<file path="config.mk">
export PLATFORM = sky130hd
export DESIGN_NAME = adler32_stream
export DESIGN_NICKNAME = d
export VERILOG_FILES = /design/src/rtl/adler_pkg.sv /design/src/rtl/adler32_stream_lane_step.sv /design/src/rtl/adler32_stream.sv
export SDC_FILE = /design/constraint.sdc
export NUM_CORES = 1
export LEC_CHECK = 0
export CAP_MARGIN = 25
export CORE_MARGIN = 1.5
export CORE_UTILIZATION = 36
export CTS_CLUSTER_DIAMETER = 100
export DETAILED_ROUTE_END_ITERATION = 8
export DONT_BUFFER_PORTS = 1
export GPL_TIMING_DRIVEN = 0
export HOLD_SLACK_MARGIN = 0.02
export PLACE_DENSITY = 0.58
export RECOVER_POWER = 100
export REMOVE_ABC_BUFFERS = 1
export SLEW_MARGIN = 10
export SYNTH_ARGS = -nofsm -noshare
export SYNTH_HDL_FRONTEND = slang
export SYNTH_SLANG_ARGS = --single-unit
</file>
<file path="constraint.sdc">
create_clock -name clock -period 19.41 [get_ports clock]
set_input_delay 3.882 -clock clock [delete_from_list [all_inputs] [get_ports clock]]
set_output_delay 3.882 -clock clock [all_outputs]
set_load 0.1 [all_outputs]
</file>
<file path="src/rtl/adler_pkg.sv">
// Shared Adler-32 constants and the streaming engine's FSM encoding.
// No logic lives here; the engine and its lane step import it.
package adler_pkg;

    localparam logic [15:0] ADLER_MOD    = 16'd65521;
    localparam logic [15:0] ADLER_A_INIT = 16'd1;
    localparam logic [15:0] ADLER_B_INIT = 16'd0;

    typedef enum logic [1:0] {
        ST_IDLE = 2'd0,
        ST_RUN  = 2'd1,
        ST_DONE = 2'd2
    } adler_state_t;

endpackage

</file>
<file path="src/rtl/adler32_stream_lane_step.sv">
// One Adler-32 byte step: A += d, B += A, each reduced by one conditional subtract.
// Purely combinational, no handshake; en=0 passes A/B through untouched.
module adler_lane_step
    import adler_pkg::*;
#(
    parameter logic [15:0] MOD = ADLER_MOD
) (
    input  logic [15:0] a_in,
    input  logic [15:0] b_in,
    input  logic [7:0]  din,
    input  logic        en,
    output logic [15:0] a_out,
    output logic [15:0] b_out
);

    localparam logic [16:0] MOD_W = {1'b0, MOD};

    logic [16:0] a_sum;
    logic [16:0] a_red;
    logic [16:0] b_sum;
    logic [16:0] b_red;

    always_comb begin
        a_sum = {1'b0, a_in} + {9'd0, din};
        a_red = (a_sum >= MOD_W) ? (a_sum - MOD_W) : a_sum;
        b_sum = {1'b0, b_in} + a_red;
        b_red = (b_sum >= MOD_W) ? (b_sum - MOD_W) : b_sum;
        a_out = en ? a_red[15:0] : a_in;
        b_out = en ? b_red[15:0] : b_in;
    end

endmodule

</file>
<file path="src/rtl/adler32_stream.sv">
// Streaming Adler-32 over LANES bytes per beat, with partial final beat and empty frames.
// Latency: checksum_valid pulses the cycle after the final transfer; data_ready only in RUN.
module adler32_stream
    import adler_pkg::*;
#(
    parameter int          LANES  = 4,
    parameter int          SIZE_W = 32,
    parameter logic [15:0] MOD    = ADLER_MOD
) (
    input  logic                 clock,
    input  logic                 rst_n,
    input  logic                 size_valid,
    input  logic [SIZE_W-1:0]    size,
    input  logic                 data_valid,
    input  logic [8*LANES-1:0]   data,
    output logic                 data_ready,
    output logic                 busy,
    output logic [31:0]          checksum,
    output logic                 checksum_valid
);

    adler_state_t        state;
    logic [15:0]         a_q;
    logic [15:0]         b_q;
    logic [SIZE_W-1:0]   remaining;
    logic [LANES-1:0]    lane_en;
    logic [LANES:0][15:0] a_ch;
    logic [LANES:0][15:0] b_ch;
    logic                xfer;
    logic                last_beat;

    assign data_ready = (state == ST_RUN);
    assign busy       = (state == ST_RUN);
    assign xfer       = data_valid && data_ready;
    assign last_beat  = (remaining <= SIZE_W'(LANES));

    // Only the first min(remaining, LANES) lanes take part in the chain.
    always_comb begin
        lane_en = '0;
        for (int k = 0; k < LANES; k++) begin
            lane_en[k] = (remaining > SIZE_W'(k));
        end
    end

    assign a_ch[0] = a_q;
    assign b_ch[0] = b_q;

    for (genvar k = 0; k < LANES; k++) begin : g_lane
        adler_lane_step #(.MOD(MOD)) u_step (
            .a_in  (a_ch[k]),
            .b_in  (b_ch[k]),
            .din   (data[8*k +: 8]),
            .en    (lane_en[k]),
            .a_out (a_ch[k+1]),
            .b_out (b_ch[k+1])
        );
    end

    always_ff @(posedge clock) begin
        if (!rst_n) begin
            state          <= ST_IDLE;
            a_q            <= ADLER_A_INIT;
            b_q            <= ADLER_B_INIT;
            remaining      <= '0;
            checksum       <= {ADLER_B_INIT, ADLER_A_INIT};
            checksum_valid <= 1'b0;
        end else begin
            checksum_valid <= 1'b0;
            case (state)
                ST_IDLE, ST_DONE: begin
                    if (size_valid) begin
                        a_q <= ADLER_A_INIT;
                        b_q <= ADLER_B_INIT;
                        if (size != '0) begin
                            state     <= ST_RUN;
                            remaining <= size;
                        end else begin
                            state          <= ST_DONE;
                            remaining      <= '0;
                            checksum       <= {ADLER_B_INIT, ADLER_A_INIT};
                            checksum_valid <= 1'b1;
                        end
                    end
                end
                ST_RUN: begin
                    // A new size_valid here is deliberately ignored until the frame ends.
                    if (xfer) begin
                        a_q <= a_ch[LANES];
                        b_q <= b_ch[LANES];
                        if (last_beat) begin
                            state          <= ST_DONE;
                            remaining      <= '0;
                            checksum       <= {b_ch[LANES], a_ch[LANES]};
                            checksum_valid <= 1'b1;
                        end else begin
                            remaining <= remaining - SIZE_W'(LANES);
                        end
                    end
                end
                default: state <= ST_IDLE;
            endcase
        end
    end

endmodule
</file>
==> results.sh <==
export IMPL_finalMaxSlewViolations=5
export IMPL_dieWidth_um=209
export IMPL_viasPerCell=6.26
export IMPL_worstMarginPinSlew_ns=2.66
export IMPL_synth_distinct_cells=117
export IMPL_syn2layout_area_growth_pct=27.2
export IMPL_synth_top_cell_area_share=0.130
export IMPL_hold_violations=0
export IMPL_outcome="finished, violations left"
export IMPL_setup_viol=30
export IMPL_syn_area_mm2=0.0152
export IMPL_fin_setup_tns_ns=-13.83
export IMPL_yosysWarnings=0
export IMPL_clockBufferDepth=2
export IMPL_arrival_ns=20.22
export IMPL_cts_tree="yes"
export IMPL_dp_cells=2646
export IMPL_routed_wl_um=63200
export IMPL_final_antenna_net_count=0
export IMPL_worstSetupEndpointType="flop"
export IMPL_std_cell_rows=75
export IMPL_place_gp_congestion=0.992
export IMPL_fp_dieArea_mm2=0.0435
export IMPL_cts_root_buffer="clkbuf_16"
export IMPL_synth_area_leaders="dfxtp_1 (13%), ha_1 (8.9%), xnor2_1 (6.4%)"
export IMPL_cts_clk_slew_worst_paths_ns=0.07
export IMPL_min_period_ns=19.98
export IMPL_numCtsBuffers=9
export IMPL_yosysSeqAreaShare=0.130
export IMPL_cts_sinks=99
export IMPL_gr_usage_met1=0.359
export IMPL_grt_max_degree=42
export IMPL_maxCapViolCount=1
export IMPL_final_period_utilization=1.03
export IMPL_grt_pass1_wl_um=94600
export IMPL_async_reset_ff_frac=0
export IMPL_final_util=0.462
export IMPL_crit_top_cell="a21oi_2"
export IMPL_drt_first_iter_violations=1516
export IMPL_die_h_um=209
export IMPL_wire_per_inst_um=22.1
export IMPL_critPathSlowestCell="o41a_1"
export IMPL_core_area_mm2=0.0419
export IMPL_cpPeakStageDelay_ns=0.56
export IMPL_met3_usage=0.0447
export IMPL_drtPass1Iterations=7
export IMPL_vias=17895
export IMPL_overflow=0
export IMPL_synth_edf_count=0
export IMPL_htree_levels=3
export IMPL_fillers=4216
export IMPL_crit_type="primary input to flop"
export IMPL_violations="capacitance limit, slew limit, setup timing"
export IMPL_cp_start_kind="primary input"
export IMPL_hold_class="flop to flop"
export IMPL_path_max_fanout=8
export IMPL_met2_usage=0.449
export IMPL_synth_common_cells="nor2_1 (243), nand2_1 (201), a21oi_1 (178)"
export IMPL_grt_antenna_before_repair=3
export IMPL_avgSynthCellArea_um2=6.99
export IMPL_layout_drive_gt1_share=0.248
export IMPL_yosysTopAreaCell="dfxtp_1"
export IMPL_clk_latency_ns=0.36
export IMPL_crit_required_ns=19.65
export IMPL_first_global_vias=16441
export IMPL_fmax_ghz=0.0500
export IMPL_finalClockSkew_ns=0.00874
export IMPL_fin_nets=2494
export IMPL_ys_seq_elements=99
export IMPL_ctsHoldBuffers=0
export IMPL_post_synth_top_count_cell="nor2_1"
export IMPL_postSynthCellCount=2174
export IMPL_layout_cells_non_filler=2857
export IMPL_slew_limit_headroom=-0.777
export IMPL_drc=0
export IMPL_io_buffers=0
export IMPL_dp_hpwl_um=48000
export IMPL_ios=103
export IMPL_final_setup_worst_slack_ns=-0.570
export IMPL_rsz0062_at_grt="true"
export IMPL_start_util=0.363
export IMPL_grt_use_total=0.276
export IMPL_ys_flop_type="dfxtp_1"
export IMPL_grt_busiest_layer="met2"
-- worst max-delay path, delay by kind of cell --
| kind | cells | cell delay, ns |
|---|---|---|
| adders and majority gates | 7 | 1.75 |
| muxes | 1 | 0.24 |
| xor gates and xnor gates | 6 | 1.04 |
| AOI/OAI and AO/OA | 47 | 8.41 |
| and+or+nand+nor | 20 | 4.02 |
| buffers and inverters | 7 | 0.85 |
-- cell usage in the layout (no fill, tap or decap), types with 52 or more instances in the layout --
cell type and n:
buf_4 175, a21oi_1 118, nand2_1 195, o21ai_0 84, inv_1 104, dfxtp_1 99, ha_1 86, nor3_1 81
xor2_1 52, xnor2_1 90, nor2_1 222, nand3_1 58
-- per-stage QoR --
stage               hold slack [ns]  setup slack [ns]  cell area (µm²)
floorplan                     0.431             -1.44            14900
global placement              0.441             -5.13            15500
detailed placement            0.450             -5.01            15900
CTS                           0.459            -0.200            18300
global route                  0.484             -1.26            19300
finish                        0.460            -0.570            19300
-- registers in the layout, summed over array words and instances, names as in the netlist --
register        cells
state               2
remaining          32
b_q                16
a_q                16
checksum           32
checksum_valid      1
-- timing repair --
| action | CTS | global route |
|---|---|---|
| setup buffers | 128 | 62 |
| endpoints found under the setup margin | 48 | 32 |
| resized for setup | 246 | 126 |
| gates cloned | 1 | 0 |
| pin swaps | 125 | 100 |
-- routing by layer --
layer	vias up	share of wire	routed length (µm)
met4	0	0.051	3220
met5	-	0	0
met3	176	0.084	5320
li1	8318	-	-
met2	824	0.45	28600
met1	8577	0.41	26100
-- cell families (layout without fill, tap and decap cells) --
logic type	Yosys count	count (layout)	synth area share
xor+xnor	176	176	0.102
compound gates	674	675	0.306
simple gates	885	885	0.293
fa+ha+maj	117	117	0.0994
mux	27	27	0.0188
buf+inv	196	337	0.0507
flops	99	99	0.130
other cells	0	2	0
-- worst paths after layout --
kind	startpoint	end	slack (ns)	depth (start not counted)
max reg2reg	a_q[0]	checksum[21]	2.40	88
max	data[0]	checksum[21]	-0.57	88
min	state[1]	state[1]	0.46	2
min reg2reg	state[1]	state[1]	0.46	2
-- final cells by class --
type                       instances  area [µm²]  area share
antenna                            2        5.00    0.000259
clock buffer                      12         267      0.0138
clock inverter                     4        32.5     0.00168
inverter                         111         420      0.0217
multi-input combinational       1880       14200       0.735
sequential                        99        1980       0.102
tap                              539         674      0.0349
timing repair buffer             210        1750      0.0904
Power is left out: the tool's default activity adds up to more than one toggle a clock period on the data nets, which glitch-free logic cannot reach.
